[config.mk]
export PLATFORM = sky130hd
export DESIGN_NAME = opendap_mem_ap_apb
export DESIGN_NICKNAME = d
export VERILOG_FILES = /design/src/rtl/opendap_mem_ap_apb.sv
export SDC_FILE = /design/constraint.sdc
export NUM_CORES = 1
export LEC_CHECK = 0
export CELL_PAD_IN_SITES_DETAIL_PLACEMENT = 1
export CELL_PAD_IN_SITES_GLOBAL_PLACEMENT = 1
export CORE_MARGIN = 2
export CORE_UTILIZATION = 40
export CTS_CLUSTER_DIAMETER = 30
export DETAILED_ROUTE_END_ITERATION = 7
export PLACE_DENSITY = 0.93
export SYNTH_ARGS = -nofsm -noshare
export SYNTH_HDL_FRONTEND = slang
export SYNTH_SLANG_ARGS = --single-unit
[constraint.sdc]
create_clock -name swclk -period 5.1 [get_ports swclk]
set_input_delay 0.765 -clock swclk [delete_from_list [all_inputs] [get_ports swclk]]
set_output_delay 0.765 -clock swclk [all_outputs]
set_load 0.01 [all_outputs]
[src/rtl/opendap_mem_ap_apb.sv]
// opendap_mem_ap_apb
// MEM-AP behind the SW-DP AP interface. Decodes the AP register map
// (CSW, TAR, DRW, BD0-BD3, CFG, BASE, IDR) and turns DRW/BDn accesses into
// 32-bit APB3 master transfers, with abort/drain handling and TAR auto-increment.
// Build option: define OPENDAP_MEM_AP_BD_EN to implement BD0-BD3; otherwise
// 0x10-0x1C behave as unmapped registers.
module opendap_mem_ap_apb #(
    parameter logic [7:0]  APSEL = 8'd0,
    parameter logic [31:0] IDR   = 32'h0477_0002,
    parameter logic [31:0] BASE  = 32'h0000_0003
) (
    input  logic        swclk,
    input  logic        rst,
    input  logic [7:0]  ap_sel,
    input  logic [5:0]  ap_addr,
    input  logic [31:0] ap_wdata,
    input  logic        ap_wen,
    input  logic        ap_ren,
    input  logic        ap_abort,
    output logic [31:0] ap_rdata,
    output logic        ap_rdy,
    output logic        ap_err,
    output logic [31:0] paddr,
    output logic        psel,
    output logic        penable,
    output logic        pwrite,
    output logic [31:0] pwdata,
    input  logic [31:0] prdata,
    input  logic        pready,
    input  logic        pslverr
);

    localparam logic [5:0] A_CSW  = 6'h00;
    localparam logic [5:0] A_TAR  = 6'h01;
    localparam logic [5:0] A_DRW  = 6'h03;
    localparam logic [5:0] A_CFG  = 6'h3D;
    localparam logic [5:0] A_BASE = 6'h3E;
    localparam logic [5:0] A_IDR  = 6'h3F;

    typedef enum logic [2:0] {
        S_IDLE,
        S_REG,
        S_SETUP,
        S_ACCESS,
        S_DRAIN
    } state_t;

    state_t      state;
    state_t      state_nxt;

    // TAR[31:2]; bits [1:0] are not stored
    logic [29:0] tar_q;
    logic [1:0]  addr_inc_q;

    // Current (or pending) access captured when it is accepted
    logic [5:0]  acc_addr;
    logic        acc_write;
    logic [31:0] acc_wdata;
    logic        pend_vld;

    logic [31:0] rdata_q;
    logic        err_q;
    logic [31:0] paddr_q;
    logic [31:0] pwdata_q;
    logic        pwrite_q;

    logic        acc_req;
    logic        take;
    logic        disp;
    logic        trinprog;
    logic        xfer_done;
    logic        tar_inc;
    logic [5:0]  d_addr;
    logic        d_write;
    logic [31:0] d_wdata;
    logic        d_is_apb;
    logic [31:0] d_paddr;
    logic [31:0] csw_val;
    logic [31:0] reg_rdata;

    assign acc_req = (ap_sel == APSEL) && (ap_wen || ap_ren);
    // New accesses are accepted while idle, or once (and only once) while draining
    assign take    = acc_req && ((state == S_IDLE) || ((state == S_DRAIN) && !pend_vld));
    // An access starts immediately from IDLE, or as soon as the drain completes
    assign disp    = ((state == S_IDLE) && acc_req) ||
                     ((state == S_DRAIN) && pready && (pend_vld || acc_req));

    // A non-aborted transfer completing this cycle
    assign xfer_done = (state == S_ACCESS) && pready && !ap_abort;
    assign tar_inc   = xfer_done && !pslverr && (acc_addr == A_DRW) && (addr_inc_q == 2'b01);

    // Dispatch source: a held pending access takes priority over the live inputs
    always_comb begin
        if (pend_vld) begin
            d_addr  = acc_addr;
            d_write = acc_write;
            d_wdata = acc_wdata;
        end else begin
            d_addr  = ap_addr;
            d_write = ap_wen;
            d_wdata = ap_wdata;
        end
    end

`ifdef OPENDAP_MEM_AP_BD_EN
    logic d_is_bd;
    assign d_is_bd  = (d_addr[5:2] == 4'b0001);
    assign d_is_apb = (d_addr == A_DRW) || d_is_bd;
    assign d_paddr  = d_is_bd ? {tar_q[29:2], d_addr[1:0], 2'b00} : {tar_q, 2'b00};
`else
    assign d_is_apb = (d_addr == A_DRW);
    assign d_paddr  = {tar_q, 2'b00};
`endif

    assign csw_val = {1'b1, 23'd0, trinprog, 1'b1, addr_inc_q, 1'b0, 3'b010};

    // Register read mux for the REG state
    always_comb begin
        case (acc_addr)
            A_CSW:   reg_rdata = csw_val;
            A_TAR:   reg_rdata = {tar_q, 2'b00};
            A_CFG:   reg_rdata = 32'd0;
            A_BASE:  reg_rdata = BASE;
            A_IDR:   reg_rdata = IDR;
            default: reg_rdata = 32'd0;
        endcase
    end

    // FSM state register
    always_ff @(posedge swclk) begin
        if (rst) begin
            state <= S_IDLE;
        end else begin
            state <= state_nxt;
        end
    end

    // FSM next-state logic
    always_comb begin
        state_nxt = state;
        case (state)
            S_IDLE: begin
                if (disp) begin
                    state_nxt = d_is_apb ? S_SETUP : S_REG;
                end
            end
            S_REG: begin
                state_nxt = S_IDLE;
            end
            S_SETUP: begin
                state_nxt = ap_abort ? S_DRAIN : S_ACCESS;
            end
            S_ACCESS: begin
                if (pready) begin
                    state_nxt = S_IDLE;
                end else if (ap_abort) begin
                    state_nxt = S_DRAIN;
                end
            end
            S_DRAIN: begin
                if (pready) begin
                    if (disp) begin
                        state_nxt = d_is_apb ? S_SETUP : S_REG;
                    end else begin
                        state_nxt = S_IDLE;
                    end
                end
            end
            default: begin
                state_nxt = S_IDLE;
            end
        endcase
    end

    // FSM outputs decoded from state
    always_comb begin
        psel     = (state == S_SETUP) || (state == S_ACCESS) || (state == S_DRAIN);
        penable  = (state == S_ACCESS) || (state == S_DRAIN);
        trinprog = psel;
        ap_rdy   = (state == S_IDLE) || ((state == S_DRAIN) && !pend_vld);
    end

    // Access capture, register file, APB request registers and responses
    always_ff @(posedge swclk) begin
        if (rst) begin
            pend_vld   <= 1'b0;
            err_q      <= 1'b0;
            rdata_q    <= 32'd0;
            tar_q      <= 30'd0;
            addr_inc_q <= 2'b00;
            paddr_q    <= 32'd0;
            pwdata_q   <= 32'd0;
            pwrite_q   <= 1'b0;
        end else begin
            err_q <= xfer_done && pslverr;

            if (take) begin
                acc_addr  <= ap_addr;
                acc_write <= ap_wen;
                acc_wdata <= ap_wdata;
            end

            if (state == S_DRAIN) begin
                if (pready) begin
                    pend_vld <= 1'b0;
                end else if (take) begin
                    pend_vld <= 1'b1;
                end
            end

            if (disp && d_is_apb) begin
                paddr_q  <= d_paddr;
                pwrite_q <= d_write;
                pwdata_q <= d_wdata;
            end

            if (state == S_REG) begin
                if (acc_write) begin
                    if (acc_addr == A_CSW) begin
                        addr_inc_q <= acc_wdata[5] ? 2'b00 : acc_wdata[5:4];
                    end else if (acc_addr == A_TAR) begin
                        tar_q <= acc_wdata[31:2];
                    end
                end else begin
                    rdata_q <= reg_rdata;
                end
            end

            if (xfer_done && !pwrite_q) begin
                rdata_q <= prdata;
            end

            // Increment wraps inside the 1 KiB page: only TAR[9:2] moves
            if (tar_inc) begin
                tar_q[7:0] <= tar_q[7:0] + 8'd1;
            end
        end
    end

    assign ap_rdata = rdata_q;
    assign ap_err   = err_q;
    assign paddr    = paddr_q;
    assign pwrite   = pwrite_q;
    assign pwdata   = pwdata_q;

endmodule
==> results of run 1 <==
routing by layer:
layer  vias to the layer above  GRT usage  wire length, µm
met5                         -          0                0
met4                         0    0.06592              289
met3                        21    0.06354             1490
met2                       189     0.4161            11280
met1                      3117     0.2932             9934
li1                       2922          -                -
flip-flops by register name (all words and copies together), names as in the netlist:
signal      flops
acc_addr        6
acc_wdata      32
acc_write       1
addr_inc_q      1
ap_err          1
ap_rdata       32
paddr          30
pend_vld        1
pwdata         32
pwrite          1
state           3
tar_q          30
final cells by class:
class                   count  area (µm²)  area share
clock inverters            10       101.3     0.01033
clock buffers              22       516.7     0.05265
multi-input cells         511        3214      0.3275
inverters                   5       21.27    0.002167
flip-flops and latches    170        3795      0.3867
repair buffers            190        1879      0.1915
well taps                 229       286.5     0.02919
cell families (layout without fill, tap and decap cells):
| logic type | count (synthesis) | count (layout) | share of synthesized area |
|---|---|---|---|
| other cells | 1 | 2 | 0.0005133 |
| buf+inv | 63 | 227 | 0.04470 |
| mux | 102 | 102 | 0.1461 |
| fa+ha+maj | 1 | 1 | 0.001712 |
| flops | 170 | 170 | 0.5193 |
| simple gates | 315 | 315 | 0.2005 |
| compound gates | 91 | 91 | 0.08717 |
synthesized netlist by cell type, types with 3 or more instances:
library cell	count
nand2b_1	3
nand2_1	194
mux2_2	37
dfxtp_1	131
a22oi_1	4
clkbuf_1	31
buf_6	9
o21ai_0	11
a221oi_1	19
nand4_1	3
inv_1	5
buf_1	4
nor4_1	4
nor2_1	36
buf_2	12
a31oi_1	10
nor3b_1	7
mux2i_1	65
a211oi_1	3
or3_1	3
edfxtp_1	39
nand3_1	17
a21oi_1	26
or4_1	3
o22ai_1	4
nor3_2	11
nor3_1	15
worst max-delay path: stages (launching register included):
cell	delay [ns]
dfxtp_2	0.97
nand2_1	0.25
and2_1	0.25
clkdlybuf4s50_1	0.48
how the worst max path moves through the flow:
| stage | depth (start not counted) | startpoint | endpoint | slack (ns) |
|---|---|---|---|---|
| after floorplan | 3 | ap_sel[1] | acc_addr[0] | 2.13 |
| after global placement | 5 | ap_sel[1] | paddr[15] | 1.69 |
| after detailed placement | 5 | ap_sel[1] | paddr[22] | 1.59 |
| after CTS | 3 | pend_vld | ap_rdy | 1.93 |
| after global routing | 4 | acc_addr[2] | paddr[18] | 1.83 |
| final | 3 | pend_vld | ap_rdy | 1.94 |
power groups by stage:
stage / sequential, mW / combinational [mW] / clock (mW)
floorplan: 1.41 / 0.0435 / 0
global placement: 1.41 / 0.120 / 0
detailed placement: 1.41 / 0.123 / 0
CTS: 1.38 / 0.124 / 1.35
global route: 1.37 / 0.134 / 1.41
finish: 1.38 / 0.124 / 1.34
through the flow:
step                      setup slack (ns)  total power [mW]  utilization
after global placement               1.685             1.526       0.5119
after floorplan                      2.130             1.449            -
final                                1.939             2.840       0.5464
after global routing                 1.834             2.920       0.5464
after CTS                            1.928             2.853       0.5464
after detailed placement             1.588             1.529       0.5119
cell usage in the layout, fill, tap and decap left out, drive strengths merged, types with 3 or more instances in the layout:
| cell | instances |
|---|---|
| a22oi | 4 |
| a21oi | 26 |
| nand3 | 17 |
| edfxtp | 39 |
| nand4 | 3 |
| clkbuf | 22 |
| or3 | 3 |
| o22ai | 4 |
| or4 | 3 |
| a221oi | 19 |
| inv | 8 |
| mux2 | 37 |
| mux2i | 65 |
| clkinv | 6 |
| nor3b | 7 |
| a211oi | 3 |
| clkdlybuf4s50 | 182 |
| dfxtp | 131 |
| nor2 | 36 |
| a31oi | 10 |
| o21ai | 11 |
| nand2b | 3 |
| nand2 | 194 |
| nor4 | 6 |
| nor3 | 26 |
| buf | 8 |
==> metrics.yaml, run 1 <==
status:
  status: "finished, final reports clean"
synthesis:
  ys_dominant_reg_cell: "dfxtp_1"
  ys_types: 55
  number_of_synthesized_flops_with_an_enable_pin: 39
  ys_seq_area_frac: 0.5193
  yosys-top-cells-area: "dfxtp_1 (36%), edfxtp_1 (16%), nand2_1 (10%)"
  syn_inst: 743
  yosys_warnings: 0
  synth_seq_cells: 170
  synthesized_area_per_cell_um2: 9.833
  mappedNetlistArea_mm2: 0.007306
  synth_largest_area_cell: "dfxtp_1"
  post-synth-top-area-fraction: 0.3590
  postSynth.asyncResetShare: 0
sta:
  timing.hold.ws_ns: 0.4652
  finalMaxSlewViolations: 0
  layout_min_cycle_time_ns: 3.161
  timing.final.crit_share: 0.6199
  timing.slew.headroom: 0.2923
  maximum_frequency_from_static_timing_analysis_mhz: 316.3
  final.setup.tns_ns: 0
  rsz0062_at_grt: "no"
  worst_slew_pin_slew_ns: 1.062
  setup_viol_count_final: 0
  clock_skew_ns: 0.009269
  endpoints_failing_hold: 0
final_layout:
  nets: 981
  antennaDiodeCount: 0
  design_area_final_mm2: 0.009814
  fillers: 1960
  fraction_of_layout_instances_using_a_drive_strength_above_1: 0.1123
  area_growth_syn_to_layout_pct: 34.34
  final_cell_count_no_fill: 1137
clocking:
  clkSlewWorstSetupHoldPaths_ns: 0.07
  clk_path_buf_depth: 2
  postCtsSetupBuffers: 0
  h-tree-depth: 4
  cts.root.buffer_cell: "clkbuf_16"
  cts_hold_buf: 0
  cts_inserted_buffers: 17
  tritoncts: "done"
  cts.repair.resized: 0
  clock_sinks: 170
  worst_skew_pair.late_latency_ns: 0.43
power:
  internal-power_mw: 2.223
  power.share.combinational: 0.044
  power_leakage_nw: 3.449
  sw_frac_of_total: 0.2171
  vdd.ir_drop.worst_v: 0.0002442
  p_clk_frac: 0.472
  total_switching_power_uw: 616.4
  power.sequential.fraction: 0.484
  pwr_density_cell_mw_per_mm2: 289.4
placement:
  port_buffers: 183
  gpl.final_weighted_congestion: 0.7546
  place_area_mm2: 0.009196
  detailedPlacementHpwl_um: 15650
  dpl.cell_count: 1105
floorplanning:
  fp.dieH_um: 139.1
  initial_standard_cell_utilization_of_the_core: 0.4067
  io_pins: 186
  design.die.area_mm2: 0.01936
  core-area_mm2: 0.01796
  rows: 49
  die_width_um: 139.1
global_route:
  grt_start_max_net_pins: 88
  antenna_violations_before_repair: 0
  first_global_vias: 6653
  grt_first_pass_wirelength_um: 36740
  grt_overflow: 0
  global_route.usage.total: 0.2392
route:
  final_routed_wire_length_divided_by_cell_count_um: 20.22
  drt_first_iter_violations: 433
  route.detailed.vias_per_inst: 5.496
  drtPass1Iterations: 5
  detail_route.wirelength_um: 22990
  routed-via-count: 6249
  drc: 0
  drt.antenna.violating_nets: 0
critical_path:
  critical_path_required_ns: 4.34
  worst-r2r-setup-slack_ns: 1.99
  timing.rr.start: "acc_addr[2]"
  endpoint_kind: "primary output"
  worstReg2RegEnd: "paddr[22]"
  setup_crit_start_kind: "flip-flop"
  reg2regPathDepth: 4
  criticalPathCategory: "reg -> out"
  critPathArrivalTime_ns: 2.40
  crit_path_max_fanout: 37
hold_path:
  worst_hold_path_type: "reg -> reg"
  whs_endpoint: "paddr[8]"
  hold-path-cell-count: 2
  worst_hold_startpoint: "paddr[8]"
flow_run:
  max_cap_viol: 0
(Power assumes the default switching activity.)
==> run 2: changes to the inputs <==
CORE_UTILIZATION = 37   (was 40)
PLACE_DENSITY = 0.88   (was 0.93)
clock period = 3.3 ns   (was 5.1 ns; I/O delays follow)
==> run 2 against run 1 <==
Clock power rose by 60%. Combinational power is 56% higher. Final cell count is 3.5% higher. Clock skew rose by 0.0053 ns. Non-clock buffer count increased by 4. First-iteration DRC count shrank 16%. Die area up 7.9%. Core utilization decreased by 3.4 points. Via count down 2.2%. Critical endpoint unchanged. Largest cell class unchanged.
==> metrics.yaml, run 2 (same netlist as run 1, synthesis figures left out) <==
sta:
  finalMaxSlewViolations: 0  # unchanged
  rsz0062_at_grt: "no"
  layout_min_cycle_time_ns: 2.575
  timing.slew.headroom: 0.2795  # -0.01279
  endpoints_failing_hold: 0  # unchanged
  maximum_frequency_from_static_timing_analysis_mhz: 388.4
  setup_viol_count_final: 0  # unchanged
  clock_skew_ns: 0.01460  # +0.005332 ns
  worst_slew_pin_slew_ns: 1.081  # +0.01919 ns
  final.setup.tns_ns: 0  # unchanged
  timing.final.crit_share: 0.7802
critical_path:
  critical_path_required_ns: 2.80  # -1.54 ns
  endpoint_kind: "primary output"
  criticalPathCategory: "reg -> out"
  crit_path_max_fanout: 36  # -2.7%
  setup_crit_start_kind: "flip-flop"
  critPathArrivalTime_ns: 2.08  # -0.32 ns
clocking:
  clock_sinks: 170  # unchanged
  h-tree-depth: 4  # unchanged
  cts_inserted_buffers: 17  # unchanged
  clk_path_buf_depth: 2  # unchanged
  cts_hold_buf: 0  # unchanged
  postCtsSetupBuffers: 0  # unchanged
  tritoncts: "done"
  worst_skew_pair.late_latency_ns: 0.43  # about the same
  clkSlewWorstSetupHoldPaths_ns: 0.06  # about the same
  cts.repair.resized: 0  # unchanged
  cts.root.buffer_cell: "clkbuf_16"
global_route:
  grt_first_pass_wirelength_um: 34910  # -5.0%
  grt_start_max_net_pins: 81  # -8.0%
  global_route.usage.total: 0.2180  # -0.02116
  antenna_violations_before_repair: 0  # unchanged
  first_global_vias: 6323  # -5.0%
  grt_overflow: 0  # unchanged
final_layout:
  fraction_of_layout_instances_using_a_drive_strength_above_1: 0.1151  # +0.002797
  layout.cells.most_common_list: "nand2_1 (194), clkdlybuf4s50_1 (182), dfxtp_1 (130)"
  antennaDiodeCount: 0  # unchanged
  area_growth_syn_to_layout_pct: 35.91
  final_common_cell: "nand2_1"
  nets: 985  # +0.41%
  final_cell_count_no_fill: 1177  # +3.5%
placement:
  port_buffers: 183  # unchanged
  detailedPlacementHpwl_um: 15580  # -0.43%
  dpl.cell_count: 1145  # +3.6%
  gpl.final_weighted_congestion: 0.7623  # +1.0%
floorplanning:
  design.die.area_mm2: 0.02088  # +7.9%
  die_width_um: 144.5  # +3.9%
  rows: 51  # +4.1%
  initial_standard_cell_utilization_of_the_core: 0.3766  # -0.03009
  fp.dieH_um: 144.5  # +3.9%
  core-area_mm2: 0.01940  # +8.0%
  io_pins: 186  # unchanged
route:
  detail_route.wirelength_um: 22630  # -1.6%
  final_routed_wire_length_divided_by_cell_count_um: 19.22  # -4.9%
  drtPass1Iterations: 5  # unchanged
  drt_first_iter_violations: 365  # -16%
  drc: 0  # unchanged
  route.detailed.vias_per_inst: 5.194  # -5.5%
  drt.antenna.violating_nets: 0  # unchanged
  routed-via-count: 6113  # -2.2%
power:
  power_leakage_nw: 3.477  # +0.81%
  power.share.combinational: 0.043  # about the same
  p_clk_frac: 0.480  # +0.008
  internal-power_mw: 3.509  # +58%
  sw_frac_of_total: 0.2126  # -0.004454
  total_switching_power_uw: 947.5  # +54%
  pwr_density_cell_mw_per_mm2: 448.8  # +55%
  power.sequential.fraction: 0.477  # -0.007
  vdd.ir_drop.worst_v: 0.0003348  # +37%
flow_run:
  max_cap_viol: 0  # unchanged
hold_path:
  worst_hold_path_type: "reg -> reg"
status:
  status: "finished, final reports clean"
## run 2: cell types whose count changed in the layout (fill, tap and decap cells not counted), sizes merged
cell / before / now
bufinv: 1 / 4
clkbuf: 22 / 18
buf: 8 / 12
clkinvlp: 0 / 1
clkinv: 6 / 5
inv: 8 / 9
## run 2: through the flow
step,cell area (µm²),power [mW],hold slack [ns],setup WS [ns],util
floorplan,7310,2.240,0.4403,0.6002,-
global placement,9309,2.362,0.4404,0.6008,0.4799
detailed placement,9309,2.365,0.4508,0.5425,0.4799
CTS,9930,4.485,0.4637,0.6775,0.5119
global route,9930,4.589,0.4851,0.5857,0.5119
finish,9930,4.457,0.4594,0.7255,0.5119
## run 2: worst paths after layout
kind	start	to	slack, ns	cells past startpoint
hold / removal	paddr[28]	paddr[28]	0.46	2
hold reg to reg	paddr[28]	paddr[28]	0.46	2
setup / recovery	pend_vld	ap_rdy	0.73	4
setup reg to reg	acc_addr[1]	tar_q[4]	0.88	4
## run 2: final cells by class
type	count	area [µm²]
timing repair buffer	194	1947
clock buffer	18	429.2
sequential	170	3795
tap	265	331.6
inverter	5	21.27
multi-input combinational	511	3214
fill	2143	9469
clock inverter	14	191.4
## run 2: layer usage
layer	GRT usage	vias to the layer above	part of all wire
met5	0	-	0
met4	0.05621	0	0.0089
met3	0.05629	15	0.069
met2	0.3609	177	0.48
met1	0.2844	2990	0.44
li1	-	2931	-
## run 2: critical path, stage by stage, from the launching register on
cell and delay, ns:
dfxtp_2 0.33, buf_4 0.43, nand2_1 0.19, and2_1 0.22, clkdlybuf4s50_1 0.48
## run 2: power by group through the flow
stage | registers, mW | clock network, mW | logic [mW]
5_1_grt | 2.12 | 2.26 | 0.207
3_5_place_dp | 2.17 | 0 | 0.193
3_3_place_gp | 2.17 | 0 | 0.190
4_1_cts | 2.13 | 2.16 | 0.194
2_1_floorplan | 2.17 | 0 | 0.0673
6_report | 2.13 | 2.14 | 0.193
==> run 3: changes to the inputs <==
CORE_UTILIZATION = 34   (was 37)
PLACE_DENSITY = 0.85   (was 0.88)
clock period = 2.16 ns   (was 3.3 ns; I/O delays follow)
==> run 3 against run 2 <==
Clock power rose by 39%. Sequential share of layout area fell by 1.3 points. Critical path depth did not move. Wire length rose by 3.3%. Setup slack got worse by 0.66 ns. Clock skew fell by 0.0051 ns. Flip-flop and latch count did not move.
==> metrics.yaml, run 3 (same netlist as run 1, synthesis figures left out) <==
final_layout:
  final_cell_count_no_fill: 1218  # +3.5%
  design_area_final_mm2: 0.01028  # +3.5%
  antennaDiodeCount: 0  # unchanged
  area_growth_syn_to_layout_pct: 40.73
  fillers: 2328  # +8.6%
  nets: 1016  # +3.1%
  final_common_cell: "nand2_1"
  final_core_utilization: 0.4875  # -0.02433
  layout.cells.most_common_list: "nand2_1 (194), clkdlybuf4s50_1 (180), dfxtp_1 (127)"
  fraction_of_layout_instances_using_a_drive_strength_above_1: 0.1527  # +0.03757
clocking:
  h-tree-depth: 4  # unchanged
  cts_inserted_buffers: 17  # unchanged
  worst_skew_pair.late_latency_ns: 0.44  # about the same
  tritoncts: "done"
  clk_path_buf_depth: 2  # unchanged
  cts_hold_buf: 0  # unchanged
  clock_sinks: 170  # unchanged
  clkSlewWorstSetupHoldPaths_ns: 0.07  # about the same
  cts.root.buffer_cell: "clkbuf_16"
route:
  routed-via-count: 6290  # +2.9%
  drt_first_iter_violations: 307  # -16%
  route.detailed.vias_per_inst: 5.164  # -0.57%
  drc: 0  # unchanged
  detail_route.wirelength_um: 23380  # +3.3%
  drtPass1Iterations: 4  # -1
  drt.antenna.violating_nets: 0  # unchanged
  final_routed_wire_length_divided_by_cell_count_um: 19.20  # -0.13%
critical_path:
  timing.critical_path.slowest_cell_delay_ns: 0.54  # +0.06 ns
  timing.rr.start: "acc_addr[2]"
  critical_path_required_ns: 1.84  # -0.96 ns
  endpoint_kind: "primary output"
  setup_crit_start_kind: "flip-flop"
  criticalPathCategory: "reg -> out"
  crit_path_max_fanout: 6  # -83%
  critPathArrivalTime_ns: 1.77  # -0.31 ns
  critical_path.cell_chain: "buf_4 > nor2b_2 > a21o_1 > clkdlybuf4s50_1"
  crit_path_top_delay_cell: "clkdlybuf4s50_1"
  startpoint: "state[2]"
floorplanning:
  io_pins: 186  # unchanged
  initial_standard_cell_utilization_of_the_core: 0.3464  # -0.03017
  core-area_mm2: 0.02109  # +8.7%
  design.die.area_mm2: 0.02268  # +8.6%
  fp.dieH_um: 150.6  # +4.2%
  die_width_um: 150.6  # +4.2%
  rows: 53  # +3.9%
global_route:
  antenna_violations_before_repair: 0  # unchanged
  global_route.usage.total: 0.2099  # -0.008060
  grt_start_max_net_pins: 89  # +9.9%
  first_global_vias: 6574  # +4.0%
  grt_overflow: 0  # unchanged
  grt_first_pass_wirelength_um: 36480  # +4.5%
placement:
  dpl_worst_slack_ns: -0.3062  # -0.8487 ns
  dpl.cell_count: 1181  # +3.1%
  detailedPlacementHpwl_um: 16360  # +5.0%
  gpl.final_weighted_congestion: 0.8061  # +5.7%
  port_buffers: 183  # unchanged
  place_area_mm2: 0.009604  # +3.2%
flow_run:
  max_cap_viol: 0  # unchanged
sta:
  maximum_frequency_from_static_timing_analysis_mhz: 478.5
  layout_min_cycle_time_ns: 2.090
  worst_slew_pin_slew_ns: 0.5510  # -0.5298 ns
  final_critical_path_setup_slack_ns: 0.07018  # -0.6553 ns
  setup_viol_count_final: 0  # unchanged
  clock_skew_ns: 0.009531  # -0.005069 ns
  endpoints_failing_hold: 0  # unchanged
  finalMaxSlewViolations: 0  # unchanged
  timing.hold.ws_ns: 0.1897  # -0.2698 ns
  timing.slew.headroom: 0.6313  # +0.3518
  rsz0062_at_grt: "no"
  timing.final.crit_share: 0.9675
hold_path:
  worst_hold_startpoint: "rst"
  worst_hold_path_type: "in -> reg"
power:
  power_leakage_nw: 3.641  # +4.7%
  vdd.ir_drop.worst_v: 0.0004686  # +40%
  pwr_density_cell_mw_per_mm2: 634.8  # +41%
status:
  status: "finished, final reports clean"
-- run 3: changes by cell type in the layout (fill, tap and decap cells not counted), sizes merged --
cell	previous run	this run
clkinv	5	4
dlymetal6s2s	0	1
buf	12	41
inv	9	8
clkdlybuf4s50	182	180
bufinv	4	1
dlygate4sd2	0	1
clkinvlp	1	5
clkbuf	18	21
-- run 3: cell type report --
class | instances | area (µm²) | share of cell area
Sequential cell | 170 | 3799 | 0.3695
Multi-Input combinational cell | 511 | 3234 | 0.3146
Clock inverter | 13 | 120.1 | 0.01168
Clock buffer | 19 | 442.9 | 0.04308
Timing Repair Buffer | 225 | 2320 | 0.2256
Inverter | 5 | 21.27 | 0.002069
Tap cell | 275 | 344.1 | 0.03347
-- run 3: metal layers --
metal  track usage  wire length (µm)  up-vias  part of all wire
li1              -                 -     2990                 -
met1        0.2796             10630     3101              0.45
met2        0.3448             11120      173              0.48
met3       0.04758              1377       26             0.059
met4       0.05467               255        0             0.011
met5             0                 0        -                 0
-- run 3: final timing paths --
check	to	slack (ns)	cells after the start
worst max register to register	paddr[16]	0.08	7
worst min register to register	paddr[21]	0.46	2
worst max-delay path	psel	0.07	4
worst min-delay path	state[2]	0.19	2
-- run 3: repair_timing --
| item | in CTS | in global routing |
|---|---|---|
| gates resized for setup | 5 | 6 |
| buffers inserted | 1 | 2 |
| pin swaps | 0 | 1 |
| setup endpoints to repair | 3 | 56 |
| hold endpoints to repair | 0 | 0 |
| gates cloned | 0 | 2 |
-- run 3: worst max-delay path, delay by kind of cell, from the launching register on --
kind	cells	cell delay, ns
buffers and inverters	2	0.70
DFF	1	0.35
and+or+nand+nor	1	0.15
AOI/OAI and AO/OA	1	0.13
-- run 3: report_power, final --
group          switching [mW]  internal, mW  total (mW)
clock                    1.35          1.62        2.97
sequential           0.000624          3.25        3.25
combinational           0.129         0.176       0.305
total                    1.48          5.05        6.53
-- run 3: stage by stage --
| step | total power, mW | TNS, ns |
|---|---|---|
| 2_1_floorplan | 3.422 | 0 |
| 3_3_place_gp | 3.618 | -22.52 |
| 3_5_place_dp | 3.623 | -27.86 |
| 4_1_cts | 6.593 | 0 |
| 5_1_grt | 6.744 | 0 |
| 6_report | 6.526 | 0 |
